==> src/rtl/lif_neuron.sv <==
// lif_neuron -- single digital leaky integrate-and-fire neuron.
//
// Each enabled cycle the membrane potential leaks by v >> LEAK_SHIFT, the
// unsigned input current is added, and the result saturates at 255. When the
// updated potential reaches THRESHOLD the neuron emits a one-cycle spike,
// reloads V_RESET and ignores input for REFRACTORY enabled cycles.
//
// Ports:
//   clk      in   1  clock, all state updates on the rising edge
//   reset_n  in   1  synchronous reset, active HIGH despite the name
//   current  in   8  unsigned input current, sampled every enabled cycle
//   stop     in   1  1 = freeze (hold potential and refractory count)
//   v_out    out  8  membrane potential register
//   spike    out  1  one-cycle firing pulse, coincides with v_out = V_RESET
//
// All outputs are registers; there is no combinational input-to-output path.

module lif_neuron #(
  parameter logic [7:0]  THRESHOLD  = 8'd200,
  parameter int unsigned LEAK_SHIFT = 3,
  parameter logic [7:0]  V_RESET    = 8'd0,
  parameter int unsigned REFRACTORY = 2
) (
  input  logic       clk,
  input  logic       reset_n,
  input  logic [7:0] current,
  input  logic       stop,
  output logic [7:0] v_out,
  output logic       spike
);

  // Counter must hold REFRACTORY; keep at least one bit when REFRACTORY = 0.
  localparam int unsigned CW = (REFRACTORY > 0) ? $clog2(REFRACTORY + 1) : 1;

  logic [7:0]    v_q;
  logic          spike_q;
  logic [CW-1:0] refr_q;

  logic [7:0]    leak;
  logic [9:0]    sum;
  logic [7:0]    v_next;
  logic          fire;

  // Leak never exceeds v, so the subtraction cannot underflow; the 10-bit
  // sum holds at most 255 + 255 and is clamped instead of wrapping.
  always_comb begin
    leak   = v_q >> LEAK_SHIFT;
    sum    = {2'b00, v_q} - {2'b00, leak} + {2'b00, current};
    v_next = (sum > 10'd255) ? 8'hFF : sum[7:0];
    fire   = (v_next >= THRESHOLD);
  end

  always_ff @(posedge clk) begin
    if (reset_n) begin
      v_q     <= V_RESET;
      spike_q <= 1'b0;
      refr_q  <= '0;
    end else if (stop) begin
      spike_q <= 1'b0;
    end else if (refr_q != '0) begin
      v_q     <= V_RESET;
      spike_q <= 1'b0;
      refr_q  <= refr_q - CW'(1);
    end else if (fire) begin
      v_q     <= V_RESET;
      spike_q <= 1'b1;
      refr_q  <= CW'(REFRACTORY);
    end else begin
      v_q     <= v_next;
      spike_q <= 1'b0;
    end
  end

  assign v_out = v_q;
  assign spike = spike_q;

endmodule

==> config.mk <==
export PLATFORM = sky130hd
export DESIGN_NAME = lif_neuron
export DESIGN_NICKNAME = d
export VERILOG_FILES = /design/src/rtl/lif_neuron.sv
export SDC_FILE = /design/constraint.sdc
export NUM_CORES = 1
export LEC_CHECK = 0
export ABC_AREA = 1
export CAP_MARGIN = 20
export CORE_ASPECT_RATIO = 1.75
export CORE_MARGIN = 2
export CORE_UTILIZATION = 38
export DETAILED_ROUTE_END_ITERATION = 10
export MAX_ROUTING_LAYER = met4
export PLACE_DENSITY_LB_ADDON = 0.25
export SYNTH_ARGS = -nofsm -noshare
export SYNTH_HDL_FRONTEND = slang
export SYNTH_SLANG_ARGS = --single-unit
==> constraint.sdc <==
create_clock -name clk -period 6.5 [get_ports clk]
set_input_delay 1.3 -clock clk [delete_from_list [all_inputs] [get_ports clk]]
set_output_delay 1.3 -clock clk [all_outputs]
set_load 0.02 [all_outputs]
# == Yosys cells after proc, flatten, opt, wreduce, memory -nomap -nowiden ==
# Index checks and enable logic that the tools add are counted.
# word_totals
register_bits,11
in_bits,11
output_inout_bits,9
elab_cells,19
# classes
n_addsub,3
order_cmp,2
mux,6
bitwise,1
n_reduce_logical,4
# op_table
operator,count
$mux W8,3
$add A9 B9 Y10,1
$gt A10 B8 Y1 const B,1
$sub A8 B5 Y9,1
$ge A8 B8 Y1 const B,1
$mux W2,2
$reduce_bool A2 Y1,2
$reduce_or A3 Y1,1
$reduce_and A2 Y1,1
$sub A2 B1 Y2 const B,1
$mux W1,1
$not A1 Y1,1

# == Depth between registers and ports, before layout ==
# depth
ltp_word,7
depth_mapped,23
depth_no_buf,23

# == Worst setup path before layout ==
# Ideal clock, no wire load.
# synth_timing
path_kind,flip-flop to flip-flop
startpoint,"register v_q[5], in the netlist v_out[5]"
endpoint,register refr_q[0]
setup_ns,0.115
arrival_ns,3.047
required_time_ns,6.385
path_slack_ns,3.338
stages_incl_launch_ff,21
n_path_buf,0
synth_period_minus_slack_ns,3.162
cell_sequence,dfxtp_1 inv_1 ha_1 a21oi_1 o21ai_0 nand2_1 nand2_1 a21oi_1 nand3_1 xor2_1 ha_1 nand2_1 nand2_1 a31oi_1 nand3_1 nand2_4 nand2_1 nand3_4 nand2_4 a21oi_1 nor2_1
# synth_via
elab_chain_cells,7
# synth_lines
item,line_no,rtl
from (decl),35,logic [7:0] v_q;
from (signal assigned),69,v_q <= v_next;
$sub A8 B5 Y9 *,48,"sum = {2'b00, v_q} - {2'b00, leak} + {2'b00, current};"
$add A9 B9 Y10 *,48,
$gt A10 B8 Y1,49,v_next = (sum > 10'd255) ? 8'hFF : sum[7:0];
$mux W8 *,49,
$ge A8 B8 Y1 *,50,fire = (v_next >= THRESHOLD);
$reduce_bool A2 Y1 (no line) *,--,
$reduce_and A2 Y1 (no line) *,--,
to (signal assigned),63,refr_q <= refr_q - CW'(1);
to (signal assigned),67,refr_q <= CW'(REFRACTORY);
to (decl),37,logic [CW-1:0] refr_q;
# Mark *: on every way between the ends. The rest lies on a longest branch, timed or not.
# A chain may end at the register's enable or synchronous reset.

# == Worst setup path after layout ==
# layout_timing
startpoint,"register v_q[5], in the netlist v_out[5]"
endpoint,register refr_q[1]
# Same word-level chain as after synthesis.

==> results.toml <==
[outcome]
status = "complete, no violations"

[yosys]
synth_area_um2 = 1210
syn_area_per_cell_um2 = 6.75
synth_compound_area_share_pct = 14.2
yosys.area_share.simple_pct = 30.1
netlist_instances = 179
yosysSeqAreaShare_pct = 18.2
ys_seq_elements = 11
synth_xor_area_share_pct = 6.52
synth_fp_nets = 209
synth_warnings = 0
ys_types = 25
synth-adder-area-share_pct = 20.9
synthMuxAreaShare_pct = 0
synth_top_family_by_area = "simple AND/OR/NAND/NOR gates"

[setup_path]
cp_cell_sequence = "inv_1 -> ha_1 -> a21oi_1 -> o21ai_0 -> nand2_1 -> nand2_1 -> a21oi_1 -> nand3_1 -> xor2_1 -> ha_1 -> nand2_1 -> nand2_1 -> a31oi_1 -> nand3_1 -> nand2_4 -> nand2_1 -> nand3_4 -> nand2_4 -> a21oi_1 -> nor2_1"
r2r-start = "v_out[5]$_SDFFE_PP0N_"
required_ps = 6620
critPathArrivalTime_ps = 3650
crit_top_cell = "nand2_1"
critPathBufInv = 1
cp-end-kind = "flip-flop"
worstSetupStartpoint = "v_out[5]$_SDFFE_PP0N_"
path_max_fanout = 10
cp_top_family = "simple AND/OR/NAND/NOR gates"
cp_slowest_cell = "dfxtp_1"
cp-start-kind = "flip-flop"
critical_path_class = "flip-flop to flip-flop"
critPathMaxStageDelay_ps = 430

[floorplan]
rows = 27
start_util_pct = 38.9
fp.dieH_um = 78.6
die_x_um = 46.6
coreArea_um2 = 3110
io-pin-count = 20
die-area_um2 = 3670

[sta]
min_period_ps = 3520
rsz0062_at_grt = "no"
tns_ps = 0
fin_skew_ps = 0.728
relSlewSlack_pct = 69.2
tightestPinTransition_ps = 460
period_share_pct = 54.2
drv_slew = 0
finalSetupViolCount = 0
hold_violations = 0
fmax_mhz = 284

[clock_tree]
clock_latency_ps = 230
holdBufCountCts = 0
cts_buffers = 3
htreeDepth = 1
cts_tree = "done"
clk_pin_slew_worst_paths_ps = 50
clk_path_buf_depth = 2
post_cts_buffers = 0
root_buffer = "clkbuf_8"
cts_resized = 0
clkSinkCount = 11

[job]
max_cap_violations = 0

[finish]
final_common_cell = "nand2_1"
antenna_cells = 0
drive_above_1_share_pct = 6.03
nFillCells = 325
syn2layout_area_growth_pct = 22.9
layout_common_cells = "40 x nand2_1, 29 x inv_1, 20 x a21oi_1"
fin_nets = 230
finalNonFillerCells = 242
post-route-util_pct = 47.8

[drt]
via_count = 1180
drtPass1Iterations = 4
wl_per_cell_um = 11.7
drt-initial-drc-count = 20
via_per_inst = 4.88
drc = 0
drt-total-wl_um = 2830
ant_nets = 0

[global_route]
grt_max_degree = 15
track_usage_pct = 17.4
grt_first_pass_wirelength_um = 4720
grt_overflow_total = 0
grt-busiest-layer = "met2"
met2_usage_pct = 34.6
gr-usage-met3_pct = 0.690
use_met1_pct = 16.5
antenna_found_initial = 0
grt_pass1_vias = 1191

[placed_design]
dp.cells = 238
gp_congestion = 0.919
dp_hpwl_um = 2470
portBuffers = 19

[worst_hold_path]
hold_start = "v_out[7]$_SDFFE_PP0N_"
worstHoldPathType = "flip-flop to flip-flop"
-- kinds of logic after synthesis --
family | Yosys count
simple gates | 77
xor+xnor | 9
flops | 11
fa+ha+maj | 19
buf+inv | 32
compound gates | 31
-- cells in the mapped netlist --
master     n  share of area (%)
a21oi_1   20                8.3
xor2_1     6                4.3
clkbuf_1   2               0.62
dfxtp_1   11                 18
nand3_4    1                1.4
xnor2_1    3                2.2
nor2_2     2                1.0
inv_1     29                9.0
o21bai_2   1               0.93
nor3_2     1               0.83
or2_1      1               0.52
nor2_1     9                2.8
nand4_1    3                1.6
o211ai_1   1               0.62
and2_1     1               0.52
nand2_2    1               0.52
nand2_1   40                 12
fa_1       2                3.3
nand2_4    2                1.9
o21ai_0    5                2.1
nand3_1   16                6.6
a31oi_1    3                1.6
a21oi_2    1               0.72
ha_1      17                 18
buf_2      1               0.41
-- registers in the layout, summed over array words and instances (netlist names) --
name,flops
refr_q,2
spike,1
v_out,8
-- final cells by class --
cell class,instances,area (um2),share of cell area (%)
timing repair buffer,19,190,12.8
inverter,29,109,7.33
clock buffer,4,45.0,3.03
sequential,11,220,14.8
multi-input combinational,136,867,58.4
tap,43,53.8,3.62
-- worst reg2reg max path: cells and delay by family, from the launching register on --
| family | cells | cell delay, ps |
|---|---|---|
| simple gates | 11 | 1130 |
| compound gates | 5 | 870 |
| fa+ha+maj | 2 | 690 |
| flops | 1 | 430 |
| xor+xnor | 1 | 160 |
| buf+inv | 1 | 120 |
-- routing by layer --
layer | part of all wire (%) | vias up
li1 | - | 624
met1 | 37 | 532
met2 | 60 | 20
met3 | 2.0 | 4
met4 | 1.3 | 0
met5 | 0 | -
-- through the flow --
step	worst slack, ps	hold WS, ps	area, um2
2_1_floorplan	3340	452	1210
3_3_place_gp	2850	463	1440
3_5_place_dp	2750	469	1440
4_1_cts	2950	475	1490
5_1_grt	2560	519	1490
6_report	2980	472	1490
-- path summary, 6_finish.rpt --
path | endpoint | slack, ps | depth (start not counted)
setup / recovery | refr_q[1]$_SDFFE_PP0P_ | 2980 | 20
hold / removal | v_out[7]$_SDFFE_PP0N_ | 470 | 2
setup reg to reg | refr_q[1]$_SDFFE_PP0P_ | 2980 | 20
hold reg to reg | v_out[7]$_SDFFE_PP0N_ | 470 | 2
Power is not shown: default switching activity piles up to over one toggle a cycle in this logic, so the estimate is an artifact.
